`src/rtl/vga_timing_gen.sv`:
```
// vga_timing_gen: raster timing for 640x480@60 on the 25 MHz pixel clock.
// Emits DrawX/DrawY/blank, hs/vs, one-cycle-delayed pixel_hs/pixel_vs,
// and frame/line start strobes. All outputs come straight from registers.
// Optional feature: define VGA_FRAME_COUNTER_EN to enable the 16-bit frame_count;
// without it frame_count is tied to zero.
module vga_timing_gen #(
    parameter int unsigned H_VISIBLE = 640,
    parameter int unsigned H_FRONT   = 16,
    parameter int unsigned H_SYNC    = 96,
    parameter int unsigned H_BACK    = 48,
    parameter int unsigned V_VISIBLE = 480,
    parameter int unsigned V_FRONT   = 10,
    parameter int unsigned V_SYNC    = 2,
    parameter int unsigned V_BACK    = 33,
    parameter logic        SYNC_POL  = 1'b0
) (
    input  logic        vga_clk,
    input  logic        reset_n,
    output logic [9:0]  DrawX,
    output logic [9:0]  DrawY,
    output logic        blank,
    output logic        hs,
    output logic        vs,
    output logic        pixel_hs,
    output logic        pixel_vs,
    output logic        frame_start,
    output logic        line_start,
    output logic [15:0] frame_count
);

    localparam int unsigned H_TOTAL = H_VISIBLE + H_FRONT + H_SYNC + H_BACK;
    localparam int unsigned V_TOTAL = V_VISIBLE + V_FRONT + V_SYNC + V_BACK;

    localparam logic [9:0] H_MAX      = 10'(H_TOTAL - 1);
    localparam logic [9:0] V_MAX      = 10'(V_TOTAL - 1);
    localparam logic [9:0] H_VIS      = 10'(H_VISIBLE);
    localparam logic [9:0] V_VIS      = 10'(V_VISIBLE);
    localparam logic [9:0] HS_FIRST   = 10'(H_VISIBLE + H_FRONT);
    localparam logic [9:0] HS_LAST    = 10'(H_VISIBLE + H_FRONT + H_SYNC - 1);
    localparam logic [9:0] VS_FIRST   = 10'(V_VISIBLE + V_FRONT);
    localparam logic [9:0] VS_LAST    = 10'(V_VISIBLE + V_FRONT + V_SYNC - 1);

    logic [9:0] hc;
    logic [9:0] vc;
    logic [9:0] hc_next;
    logic [9:0] vc_next;
    logic       hc_wrap;
    logic       frame_start_next;

    assign DrawX = hc;
    assign DrawY = vc;

    // Next raster position; every registered output is decoded from it so
    // that all outputs describe the same position on the same edge.
    always_comb begin
        hc_wrap = (hc == H_MAX);
        hc_next = hc_wrap ? 10'd0 : hc + 10'd1;
        vc_next = vc;
        if (hc_wrap) begin
            vc_next = (vc == V_MAX) ? 10'd0 : vc + 10'd1;
        end
        frame_start_next = (hc_next == 10'd0) && (vc_next == 10'd0);
    end

    // Position counters, decoded video/sync/strobe outputs and sync delay stage.
    // Reset parks the raster on the last pixel so the first edge lands on (0,0).
    always_ff @(posedge vga_clk or negedge reset_n) begin
        if (!reset_n) begin
            hc          <= H_MAX;
            vc          <= V_MAX;
            blank       <= 1'b0;
            hs          <= ~SYNC_POL;
            vs          <= ~SYNC_POL;
            pixel_hs    <= ~SYNC_POL;
            pixel_vs    <= ~SYNC_POL;
            frame_start <= 1'b0;
            line_start  <= 1'b0;
        end else begin
            hc          <= hc_next;
            vc          <= vc_next;
            blank       <= (hc_next < H_VIS) && (vc_next < V_VIS);
            hs          <= ((hc_next >= HS_FIRST) && (hc_next <= HS_LAST)) ? SYNC_POL : ~SYNC_POL;
            vs          <= ((vc_next >= VS_FIRST) && (vc_next <= VS_LAST)) ? SYNC_POL : ~SYNC_POL;
            pixel_hs    <= hs;
            pixel_vs    <= vs;
            frame_start <= frame_start_next;
            line_start  <= (hc_next == 10'd0) && (vc_next < V_VIS);
        end
    end

`ifdef VGA_FRAME_COUNTER_EN
    logic [15:0] frame_cnt;

    // Counts frames; bumps on the same edge that raises frame_start, wraps naturally.
    always_ff @(posedge vga_clk or negedge reset_n) begin
        if (!reset_n) begin
            frame_cnt <= 16'd0;
        end else if (frame_start_next) begin
            frame_cnt <= frame_cnt + 16'd1;
        end
    end

    assign frame_count = frame_cnt;
`else
    assign frame_count = 16'd0;
`endif

endmodule

```
`config.mk`:
```
export PLATFORM = sky130hd
export DESIGN_NAME = vga_timing_gen
export DESIGN_NICKNAME = d
export VERILOG_FILES = /design/src/rtl/vga_timing_gen.sv
export SDC_FILE = /design/constraint.sdc
export NUM_CORES = 1
export LEC_CHECK = 0
export ABC_CLOCK_PERIOD_IN_PS = 2500
export BUFFER_PORTS_ARGS = -buffer_cell sky130_fd_sc_hd__buf_2
export CORE_ASPECT_RATIO = 0.6
export CORE_MARGIN = 2
export CORE_UTILIZATION = 45
export DETAILED_ROUTE_END_ITERATION = 8
export PLACE_DENSITY = 0.79
export REMOVE_ABC_BUFFERS = 1
export SLEW_MARGIN = 25
export SYNTH_ARGS = -nofsm -noshare
export SYNTH_HDL_FRONTEND = slang
export SYNTH_SLANG_ARGS = --single-unit
```
`constraint.sdc`:
```
create_clock -name vga_clk -period 2.5 [get_ports vga_clk]
set_clock_uncertainty 0.1 [all_clocks]
set_input_delay 0.5 -clock vga_clk [delete_from_list [all_inputs] [get_ports vga_clk]]
set_output_delay 0.5 -clock vga_clk [all_outputs]
set_load 0.1 [all_outputs]
```
==> implementation parameters <==
Parameter                              Value

Timing
  Number of endpoints failing setup at the final stage    0
  Fraction of the cycle the final worst path needs    96.1%
  Final Critical Period    2.40 ns
  Count of pins over their slew limit    0
  Post-layout worst setup margin    0.0971 ns
  Peak Freq    416 MHz
  Slew Limit Headroom    60.3%
  Final number of hold-violating endpoints    0
  Transition time at the pin with the least slew margin    0.595 ns

Worst setup path
  Critical path required time    2.56 ns
  CP Capture Type    flip-flop
  Reg2reg end    line_start
  Data arrival time of the worst path    2.46 ns
  Reg-to-reg setup timing slack    0.1 ns
  Origin of the critical flop-to-flop path    DrawX[0]
  Crit path launch type    flip-flop
  FF-to-FF path depth    8
  Largest fanout of any net on the critical path    11
  Startpoint-to-endpoint class of the critical path    reg2reg

Placement
  Final HPWL from detailed placement    2970 µm
  Pre-CTS setup slack    0.0616 ns
  Placer congestion estimate    0.949
  IO buf count    28
  Post-Place Cells    251

Synth
  Number of flip-flops and latches in the synthesized netlist    27
  Main flop type after synthesis    sky130_fd_sc_hd__dfstp_2
  Fraction of synthesis flops using an asynchronous set or reset pin    100%
  Post-Syn Instances    175
  Post-Syn Area per Cell    9.64 µm²
  EDFF count, synth    0
  Total number of yosys warnings    0
  Sequential area share after synthesis    41.1%
  Post-Syn Area    1690 µm²
  Netlist cell types    47

Route
  Wirelength, routed    4120 µm
  1st-pass router iterations    4
  DRT iter0 DRCs    208
  Avg WL per Cell    16.0 µm
  DRC violation count after routing    0
  Detail-routed via count per cell    5.44
  Post-DRT Antenna Nets    0
  Total number of vias    1403

CTS
  Number of sinks on the clock net    27
  Clock Path Buffers    2
  CTS tree    built
  Number of H-tree branching levels    1
  CTS clk-pin slew, worst paths    0.09 ns
  Root buffer cell    sky130_fd_sc_hd__clkbuf_8
  Count of hold buffers inserted by post-cts repair    0
  Total CTS buffers    3
  Insertion delay to the later sink of the worst-skew pair    0.27 ns

Global routing
  Largest net degree at the start of global routing    28
  Number of global-route vias before repair    1279
  Global-route wire length before repair    6470 µm
  Remaining global-route overflow    0
  Initial antenna violation count    0
  GRT Overall Usage    19.6%

Power and ir drop
  Portion of total power attributed to combinational logic    14.1%
  Peak VDD IR    0.186 mV
  Portion of total power attributed to the clock network    31.0%
  Switching power of the nets    0.248 mW
  Total power divided by cell area    402 nW/µm²
  Static leakage    0.931 nW
  Internal power contribution    0.550 mW
  Fraction of power spent switching nets    31.1%
  Part of the power in registers    54.8%

Die
  Number of I/O pins    45
  Core region area    3640 µm²
  Die area    4270 µm²
  Floorplan die height    51.4 µm
  Site row count    17
  Chip width    83.0 µm
  Effective utilization at floorplan    46.4%

Final layout
  Fraction of final layout cells with drive strength greater than 1    37.4%
  Synth-to-Final Area Change    17.7%
  Final standard cell count with taps included and fillers excluded    258
  Final antenna diode count    0
  Number of nets in the final layout    218

Hold path
  Path type of the worst min-delay path    in2async

Flow run
  Max-cap check violation count    0

Status
  Run status    finished, final reports clean
placed cells by master (no fill, tap or decap), drive strengths merged, types with 3 or more instances in the layout:
cell type / synthesis / routed
dfstp: 14 / 14
o2111ai: 3 / 3
buf: 20 / 40
clkbuf: 3 / 3
o21ai: 9 / 9
nand3: 11 / 11
nor3: 7 / 7
dfrtp: 13 / 13
nor4b: 3 / 3
nand2: 11 / 11
a21oi: 6 / 6
inv: 11 / 11
and4: 3 / 3
conb: 1 / 16
nand4: 3 / 3
xor2: 7 / 7
xnor2: 7 / 7
nor2: 14 / 14
ha: 4 / 4
worst max-delay path by stage:
stage / startpoint / to / slack, ns
CTS: DrawX[0] / frame_start / 0.04
global route: DrawX[0] / line_start / -0.07
finish: DrawX[0] / line_start / 0.1
detailed placement: DrawX[0] / frame_start / 0.06
floorplan: DrawX[0] / frame_start / -0.41
global placement: DrawX[0] / line_start / 0.14
logic make-up after synthesis:
| group | Yosys count | share of synthesized area (%) |
|---|---|---|
| AO/OA/AOI/OAI | 30 | 12.8 |
| XOR/XNOR | 14 | 7.27 |
| adder cells (fa/ha/maj) | 4 | 2.97 |
| buffers and inverters | 34 | 11.9 |
| flip-flops | 27 | 41.1 |
| other | 1 | 0.222 |
| AND/OR/NAND/NOR | 65 | 23.7 |
area by class of cell:
class | instances | area (µm²)
sequential | 27 | 693
clock buffer | 3 | 41.3
multi-input combinational | 129 | 915
timing repair buffer | 40 | 230
inverter | 11 | 41.3
fill | 329 | 1650
tap | 47 | 58.8
clock inverter | 1 | 5.00
registers in the layout, summed over array words and instances, names as in the netlist:
name and flops:
DrawX 10, DrawY 10, blank 1, frame_start 1, hs 1, line_start 1, pixel_hs 1, pixel_vs 1
vs 1
timing repair:
action | 4_1_cts | 5_1_grt
resized for setup | 0 | 15
setup endpoints to repair | 0 | 4
setup buffers | 0 | 3
power groups by stage:
stage | Combinational (mW) | Sequential [mW] | Clock [mW]
floorplan | 0.104 | 0.445 | 0
global placement | 0.113 | 0.445 | 0
detailed placement | 0.113 | 0.445 | 0
CTS | 0.113 | 0.438 | 0.263
global route | 0.116 | 0.438 | 0.287
finish | 0.113 | 0.438 | 0.248
stage by stage:
step	instance area [µm²]	utilization [%]	TNS (ns)	hold slack (ns)	total power [mW]
2_1_floorplan	1580	-	-1.46	0.104	0.549
3_3_place_gp	1850	50.8	0	0.256	0.558
3_5_place_dp	1850	50.8	0	0.256	0.558
4_1_cts	1900	52.1	0	0.134	0.814
5_1_grt	1980	54.6	-0.137	0.156	0.841
6_report	1980	54.6	0	0.121	0.798
routing by layer:
layer / GRT usage [%] / share of wire, % / vias to the layer above
li1: - / - / 655
met1: 28.1 / 46 / 661
met2: 26.7 / 42 / 79
met3: 8.24 / 10 / 8
met4: 5.74 / 1.2 / 0
met5: 0 / 0 / -
Yosys cell counts, types with 4 or more instances:
cell / count / area, µm²
sky130_fd_sc_hd__xor2_1: 7 / 61.3
sky130_fd_sc_hd__nand2_1: 11 / 41.3
sky130_fd_sc_hd__buf_4: 17 / 128
sky130_fd_sc_hd__inv_1: 11 / 41.3
sky130_fd_sc_hd__nor3_1: 6 / 30.0
sky130_fd_sc_hd__dfstp_2: 14 / 368
sky130_fd_sc_hd__ha_1: 4 / 50.1
sky130_fd_sc_hd__nor2_1: 14 / 52.6
sky130_fd_sc_hd__dfrtp_1: 13 / 325
sky130_fd_sc_hd__o21ai_0: 7 / 35.0
sky130_fd_sc_hd__nand3_1: 11 / 55.1
sky130_fd_sc_hd__a21oi_1: 6 / 30.0
sky130_fd_sc_hd__xnor2_1: 7 / 61.3
worst max-delay path, cell delays in order, from the launching register on:
cell and delay [ns]:
sky130_fd_sc_hd__dfstp_2 0.58, sky130_fd_sc_hd__ha_2 0.21, sky130_fd_sc_hd__and4_4 0.26, sky130_fd_sc_hd__nand3_1 0.12, sky130_fd_sc_hd__buf_4 0.22, sky130_fd_sc_hd__nor4b_1 0.47
sky130_fd_sc_hd__a21oi_2 0.11, sky130_fd_sc_hd__nand4_2 0.15, sky130_fd_sc_hd__nor2_1 0.07
Note: power is estimated with default switching activity, not from simulation.
